==> config.mk <==
export PLATFORM = sky130hd
export DESIGN_NAME = fetch_unit_flat
export DESIGN_NICKNAME = d
export VERILOG_FILES = /design/src/rtl/fetch_unit_if.sv /design/src/rtl/fetch_unit.sv /design/src/flat_wrapper.sv
export SDC_FILE = /design/constraint.sdc
export NUM_CORES = 1
export LEC_CHECK = 0
export BUFFER_PORTS_ARGS = -buffer_cell sky130_fd_sc_hd__clkbuf_2
export CAP_MARGIN = 20
export CORE_ASPECT_RATIO = 0.6
export CORE_MARGIN = 2
export CORE_UTILIZATION = 52
export DETAILED_ROUTE_END_ITERATION = 6
export PLACE_DENSITY = 0.88
export RECOVER_POWER = 100
export SYNTH_ARGS = -nofsm -noshare
export SYNTH_HDL_FRONTEND = slang
export SYNTH_SLANG_ARGS = --single-unit
==> constraint.sdc <==
create_clock -name i_clock -period 2.1 [get_ports i_clock]
set_input_delay 0.105 -clock i_clock [delete_from_list [all_inputs] [get_ports i_clock]]
set_output_delay 0.105 -clock i_clock [all_outputs]
set_load 0.02 [all_outputs]
==> src/rtl/fetch_unit_if.sv <==
// rtl/fetch_unit_if.sv - memory read handshake and instruction-register handshake bundle
interface fetch_unit_if #(
  parameter int WIDTH = 16
);
  logic             mem_req;
  logic [WIDTH-1:0] mem_addr;
  logic             mem_ack;
  logic [WIDTH-1:0] mem_rdata;
  logic [WIDTH-1:0] instr;
  logic [WIDTH-1:0] instr_pc;
  logic             instr_valid;
  logic             instr_ready;

  modport master (
    output mem_req, mem_addr, instr, instr_pc, instr_valid,
    input  mem_ack, mem_rdata, instr_ready
  );

  modport slave (
    input  mem_req, mem_addr, instr, instr_pc, instr_valid,
    output mem_ack, mem_rdata, instr_ready
  );
endinterface

==> src/rtl/fetch_unit.sv <==
// rtl/fetch_unit.sv - PC owner with req/ack instruction fetch, redirect/squash and accepted-word counter
module fetch_unit #(
  parameter int               WIDTH        = 16,
  parameter int               PC_STEP      = 1,
  parameter logic [WIDTH-1:0] RESET_VECTOR = '0,
  parameter int               CNT_W        = 16
) (
  input  logic             i_clock,
  input  logic             i_reset_n,
  input  logic             i_fetch_en,
  input  logic             i_redirect_en,
  input  logic [WIDTH-1:0] i_redirect_addr,
  fetch_unit_if.master     bus,
  output logic [WIDTH-1:0] o_pc,
  output logic [CNT_W-1:0] o_fetch_count
);

  localparam logic [1:0] IDLE  = 2'd0;
  localparam logic [1:0] REQ   = 2'd1;
  localparam logic [1:0] VALID = 2'd2;

  localparam logic [WIDTH-1:0] STEP = WIDTH'(PC_STEP);

  logic [1:0]       r_state;
  logic [WIDTH-1:0] r_pc;
  logic             r_squash;
  logic [CNT_W-1:0] r_count;
  logic             r_mem_req;
  logic [WIDTH-1:0] r_mem_addr;
  logic [WIDTH-1:0] r_instr;
  logic [WIDTH-1:0] r_instr_pc;
  logic             r_instr_valid;

  logic [WIDTH-1:0] w_next_pc;
  logic             w_accept;
  logic             w_count_max;

  // A redirect always wins over the sequential PC for whatever fetch starts next.
  assign w_next_pc   = i_redirect_en ? i_redirect_addr : r_pc;
  assign w_accept    = (r_state == VALID) && r_instr_valid && bus.instr_ready;
  assign w_count_max = &r_count;

  always_ff @(posedge i_clock or negedge i_reset_n) begin
    if (!i_reset_n) begin
      r_state       <= IDLE;
      r_pc          <= RESET_VECTOR;
      r_squash      <= 1'b0;
      r_count       <= '0;
      r_mem_req     <= 1'b0;
      r_mem_addr    <= RESET_VECTOR;
      r_instr       <= '0;
      r_instr_pc    <= '0;
      r_instr_valid <= 1'b0;
    end else begin
      case (r_state)
        IDLE: begin
          r_pc <= w_next_pc;
          if (i_fetch_en) begin
            r_state    <= REQ;
            r_mem_req  <= 1'b1;
            r_mem_addr <= w_next_pc;
          end
        end
        REQ: begin
          if (bus.mem_ack) begin
            if (!r_squash && !i_redirect_en) begin
              r_instr       <= bus.mem_rdata;
              r_instr_pc    <= r_mem_addr;
              r_instr_valid <= 1'b1;
              r_pc          <= r_pc + STEP;
              r_mem_req     <= 1'b0;
              r_state       <= VALID;
            end else begin
              // Stale data: drop it and, if still fetching, re-request at the new PC.
              r_squash <= 1'b0;
              r_pc     <= w_next_pc;
              if (i_fetch_en) begin
                r_mem_addr <= w_next_pc;
              end else begin
                r_mem_req <= 1'b0;
                r_state   <= IDLE;
              end
            end
          end else if (i_redirect_en) begin
            r_pc     <= i_redirect_addr;
            r_squash <= 1'b1;
          end
        end
        VALID: begin
          if (w_accept && !w_count_max) begin
            r_count <= r_count + 1'b1;
          end
          if (w_accept || i_redirect_en) begin
            r_instr_valid <= 1'b0;
            r_pc          <= w_next_pc;
            if (i_fetch_en) begin
              r_state    <= REQ;
              r_mem_req  <= 1'b1;
              r_mem_addr <= w_next_pc;
            end else begin
              r_state <= IDLE;
            end
          end
        end
        default: begin
          r_state       <= IDLE;
          r_mem_req     <= 1'b0;
          r_instr_valid <= 1'b0;
          r_squash      <= 1'b0;
        end
      endcase
    end
  end

  assign bus.mem_req     = r_mem_req;
  assign bus.mem_addr    = r_mem_addr;
  assign bus.instr       = r_instr;
  assign bus.instr_pc    = r_instr_pc;
  assign bus.instr_valid = r_instr_valid;
  assign o_pc            = r_pc;
  assign o_fetch_count   = r_count;

endmodule

==> src/flat_wrapper.sv <==
// flat-port wrapper written by rule: the top's interface ports become plain ports
module fetch_unit_flat 
#(
  parameter int               WIDTH        = 16,
  parameter int               PC_STEP      = 1,
  parameter logic [WIDTH-1:0] RESET_VECTOR = '0,
  parameter int               CNT_W        = 16
)
  (i_clock, i_reset_n, i_fetch_en, i_redirect_en, i_redirect_addr, o_pc, o_fetch_count, bus_mem_req, bus_mem_addr, bus_instr, bus_instr_pc, bus_instr_valid, bus_mem_ack, bus_mem_rdata, bus_instr_ready);
  fetch_unit_if #(.WIDTH(WIDTH)) bus_i ();
  input  logic i_clock;
  input  logic i_reset_n;
  input  logic i_fetch_en;
  input  logic i_redirect_en;
  input  logic [WIDTH-1:0] i_redirect_addr;
  output logic [WIDTH-1:0] o_pc;
  output logic [CNT_W-1:0] o_fetch_count;
  output wire logic [$bits(bus_i.mem_req)-1:0] bus_mem_req;
  output wire logic [$bits(bus_i.mem_addr)-1:0] bus_mem_addr;
  output wire logic [$bits(bus_i.instr)-1:0] bus_instr;
  output wire logic [$bits(bus_i.instr_pc)-1:0] bus_instr_pc;
  output wire logic [$bits(bus_i.instr_valid)-1:0] bus_instr_valid;
  input wire logic [$bits(bus_i.mem_ack)-1:0] bus_mem_ack;
  input wire logic [$bits(bus_i.mem_rdata)-1:0] bus_mem_rdata;
  input wire logic [$bits(bus_i.instr_ready)-1:0] bus_instr_ready;
  assign bus_mem_req = bus_i.mem_req;
  assign bus_mem_addr = bus_i.mem_addr;
  assign bus_instr = bus_i.instr;
  assign bus_instr_pc = bus_i.instr_pc;
  assign bus_instr_valid = bus_i.instr_valid;
  assign bus_i.mem_ack = bus_mem_ack;
  assign bus_i.mem_rdata = bus_mem_rdata;
  assign bus_i.instr_ready = bus_instr_ready;
  fetch_unit #(.WIDTH(WIDTH), .PC_STEP(PC_STEP), .RESET_VECTOR(RESET_VECTOR), .CNT_W(CNT_W)) u_core (.i_clock(i_clock), .i_reset_n(i_reset_n), .i_fetch_en(i_fetch_en), .i_redirect_en(i_redirect_en), .i_redirect_addr(i_redirect_addr), .bus(bus_i), .o_pc(o_pc), .o_fetch_count(o_fetch_count));
endmodule
==> flow_metrics.py <==
metrics = {
    "outcome": {
        "status": "complete, no violations",
    },
    "drt": {
        "detail-route-antenna-nets": 0,
        "via_per_inst": 5.63,
        "wl_per_cell_um": 16.7,
        "drtIter0Drc": 366,
        "drc": 0,
        "routed_wirelength_um": 11000,
        "drt-pass1-iter-count": 5,
        "vias": 3721,
    },
    "setup_path": {
        "crit_required_ns": 2.32,
        "start_kind": "flip-flop",
        "end_kind": "flip-flop",
        "path_class": "reg -> reg",
        "slowest_delay_ns": 0.43,
        "worst-path-buf-inv": 1,
        "cp.arrival_ns": 2.10,
        "worstPathMaxFanout": 10,
        "critPathSlowestCell": "a21boi_0",
        "path_cells": "buf_4 -> and4b_1 -> a21boi_0 -> mux2_1",
        "crit_family": "compound AO/OA/AOI/OAI gates",
    },
    "global_route": {
        "gr-total-overflow": 0,
        "first_global_vias": 3531,
        "grt_usage": 0.270,
        "grt_max_degree": 50,
        "grt_first_pass_wirelength_um": 18000,
        "antenna_found_initial": 0,
    },
    "synth": {
        "syn_avg_cell_area_um2": 9.82,
        "synthFlopType": "dfrtp_1",
        "synthCells": 415,
        "synth_common_cells": "nand2_1 (121), dfrtp_1 (85), mux2_1 (29)",
        "yosys.area.top_type": "dfrtp_1",
        "yosysWarnings": 0,
        "yosysMostFrequentCell": "nand2_1",
        "async_flop_share": 1.00,
        "synth_edf_count": 0,
        "yosysTopAreaCellShare": 0.522,
        "syn-cell-area_um2": 4080,
        "ys_seq_area_frac": 0.522,
        "ys_ff_latch": 85,
        "synth_area_leaders": "dfrtp_1 (52%), nand2_1 (11%), mux2_1 (8.0%)",
        "synth_cell_types": 54,
        "syn_nets": 455,
    },
    "power": {
        "power_density_nw_per_um2": 1330,
        "leakagePower_nw": 2.41,
        "peakVddDrop_uv": 826,
        "finalPower_mw": 6.88,
    },
    "final_layout": {
        "diodes": 0,
        "layout-drive-gt1-share": 0.126,
        "utilization": 0.698,
        "fillers": 655,
        "nNetsFinal": 592,
        "area_growth_pct": 27.1,
    },
    "placement": {
        "routabilityCongestion": 0.955,
        "place.port_buffers": 119,
        "dpl.hpwl_um": 7600,
    },
    "clock_network": {
        "cts_buffer_depth": 2,
        "post_cts_buffers": 0,
        "root_buffer": "clkbuf_16",
        "cts.sink_count": 85,
        "cts_buffers": 9,
        "insertion_delay_ns": 0.34,
        "cts-resized-gates": 0,
        "htree_num_levels": 3,
        "clk_pin_slew_ns": 0.06,
        "tritoncts": "built",
    },
    "floorplanning": {
        "die_area_um2": 8590,
        "ios": 120,
        "core_area_um2": 7420,
        "initial_core_util": 0.550,
        "die_y_um": 72.6,
        "fp.dieW_um": 118,
        "row_count": 24,
    },
    "job": {
        "cap_violations": 0,
    },
    "timing": {
        "holdWs_ns": 0.00961,
        "worstMarginPinSlew_ns": 0.894,
        "fmax_mhz": 531,
        "clock_skew_ns": 0.00660,
        "rsz0062_at_grt": "no",
        "fin_tns_setup_ns": 0,
        "setup_viol": 0,
        "hold_viol_final": 0,
        "period_share": 0.896,
        "relSlewSlack": 0.404,
        "finalMaxSlewViolations": 0,
        "period_needed_ns": 1.88,
    },
    "worst_hold_path": {
        "min_path_type": "in -> reg",
    },
}
==> repair_timing <==
action,CTS,global route
endpoints found under the hold margin,51,0
setup endpoints to repair,0,0
hold buffers,16,0
==> final cells by class <==
| cell class | instances | area, um^2 | area share |
|---|---|---|---|
| Clock inverter | 6 | 134 | 0.0258 |
| Tap cell | 104 | 130 | 0.0251 |
| Timing Repair Buffer | 144 | 708 | 0.137 |
| Inverter | 7 | 26.3 | 0.00507 |
| Clock buffer | 10 | 239 | 0.0461 |
| Sequential cell | 85 | 2130 | 0.411 |
| Multi-Input combinational cell | 305 | 1820 | 0.350 |
==> per-stage QoR <==
step	instances	cell area, um^2	setup slack [ns]
final	661	5180	0.218
after global routing	661	5180	0.0712
after CTS	661	5330	0.227
after detailed placement	629	4800	0.231
after global placement	629	4800	0.324
after floorplan	415	4080	0.327
==> where the power goes <==
part | internal (mW) | total [mW] | leakage, nW | switching (mW)
logic | 0.685 | 2.21 | 1.17 | 1.52
registers | 2.20 | 2.72 | 1.05 | 0.512
clock network | 1.31 | 1.95 | 0.183 | 0.638
==> registers in the layout, indices dropped and copies added, names as in the netlist <==
signal                  flops
u_core.bus.instr_pc        16
u_core.bus.mem_req          1
u_core.r_squash             1
u_core.r_state              2
u_core.bus.instr           16
u_core.bus.mem_addr        16
u_core.o_pc                16
u_core.o_fetch_count       16
u_core.bus.instr_valid      1
==> worst paths after layout <==
path | startpoint | slack [ns] | endpoint | depth (start not counted)
min in group asynchronous | i_reset_n | 0.43 | u_core.bus.mem_addr[5] | 2
max in group asynchronous | i_reset_n | 0.42 | u_core.bus.instr[0] | 3
hold reg to reg | u_core.bus.instr_pc[12] | 0.48 | u_core.bus.instr_pc[12] | 2
setup reg to reg | u_core.r_state[0] | 0.22 | u_core.o_fetch_count[1] | 4
hold / removal | bus_mem_rdata[0] | 0.01 | u_core.bus.instr[0] | 3
setup / recovery | u_core.r_state[0] | 0.22 | u_core.o_fetch_count[1] | 4
==> kinds of logic (layout without fill, tap and decap cells) <==
kind of cell,count (synthesis),after routing,share of synthesized area
multiplexers,33,33,0.0902
buffers and inverters,25,167,0.0276
XOR/XNOR,10,10,0.0215
adder cells (fa/ha/maj),2,2,0.00614
flip-flops,85,85,0.522
AO/OA/AOI/OAI,59,59,0.0942
AND/OR/NAND/NOR,201,201,0.238
==> layer usage <==
layer	vias to the layer above	part of all wire	GRT usage
met5	-	0	0
met4	0	0.012	0.0964
met3	14	0.082	0.0734
met2	176	0.46	0.419
met1	1809	0.45	0.370
li1	1722	-	-
==> worst reg2reg max path: stages (launching register included) <==
cell	delay [ns]
dfrtp_1	0.40
buf_4	0.18
and4b_1	0.38
a21boi_0	0.43
mux2_1	0.37
==> placed cells by master (no fill, tap or decap), types with 6 or more instances in the layout <==
master,n
o21ai_0,9
inv_1,6
nand4_1,6
a21oi_1,15
nand3_1,18
clkbuf_16,9
xor2_1,8
dfrtp_1,85
o21ai_1,6
clkbuf_1,84
nor3_1,16
dlygate4sd3_1,16
nor2_1,6
nand2_1,120
mux2_1,29
clkbuf_2,38
and3_1,6
o22ai_1,7
nor4_1,8
No activity file was read; power rests on OpenSTA's default activity.
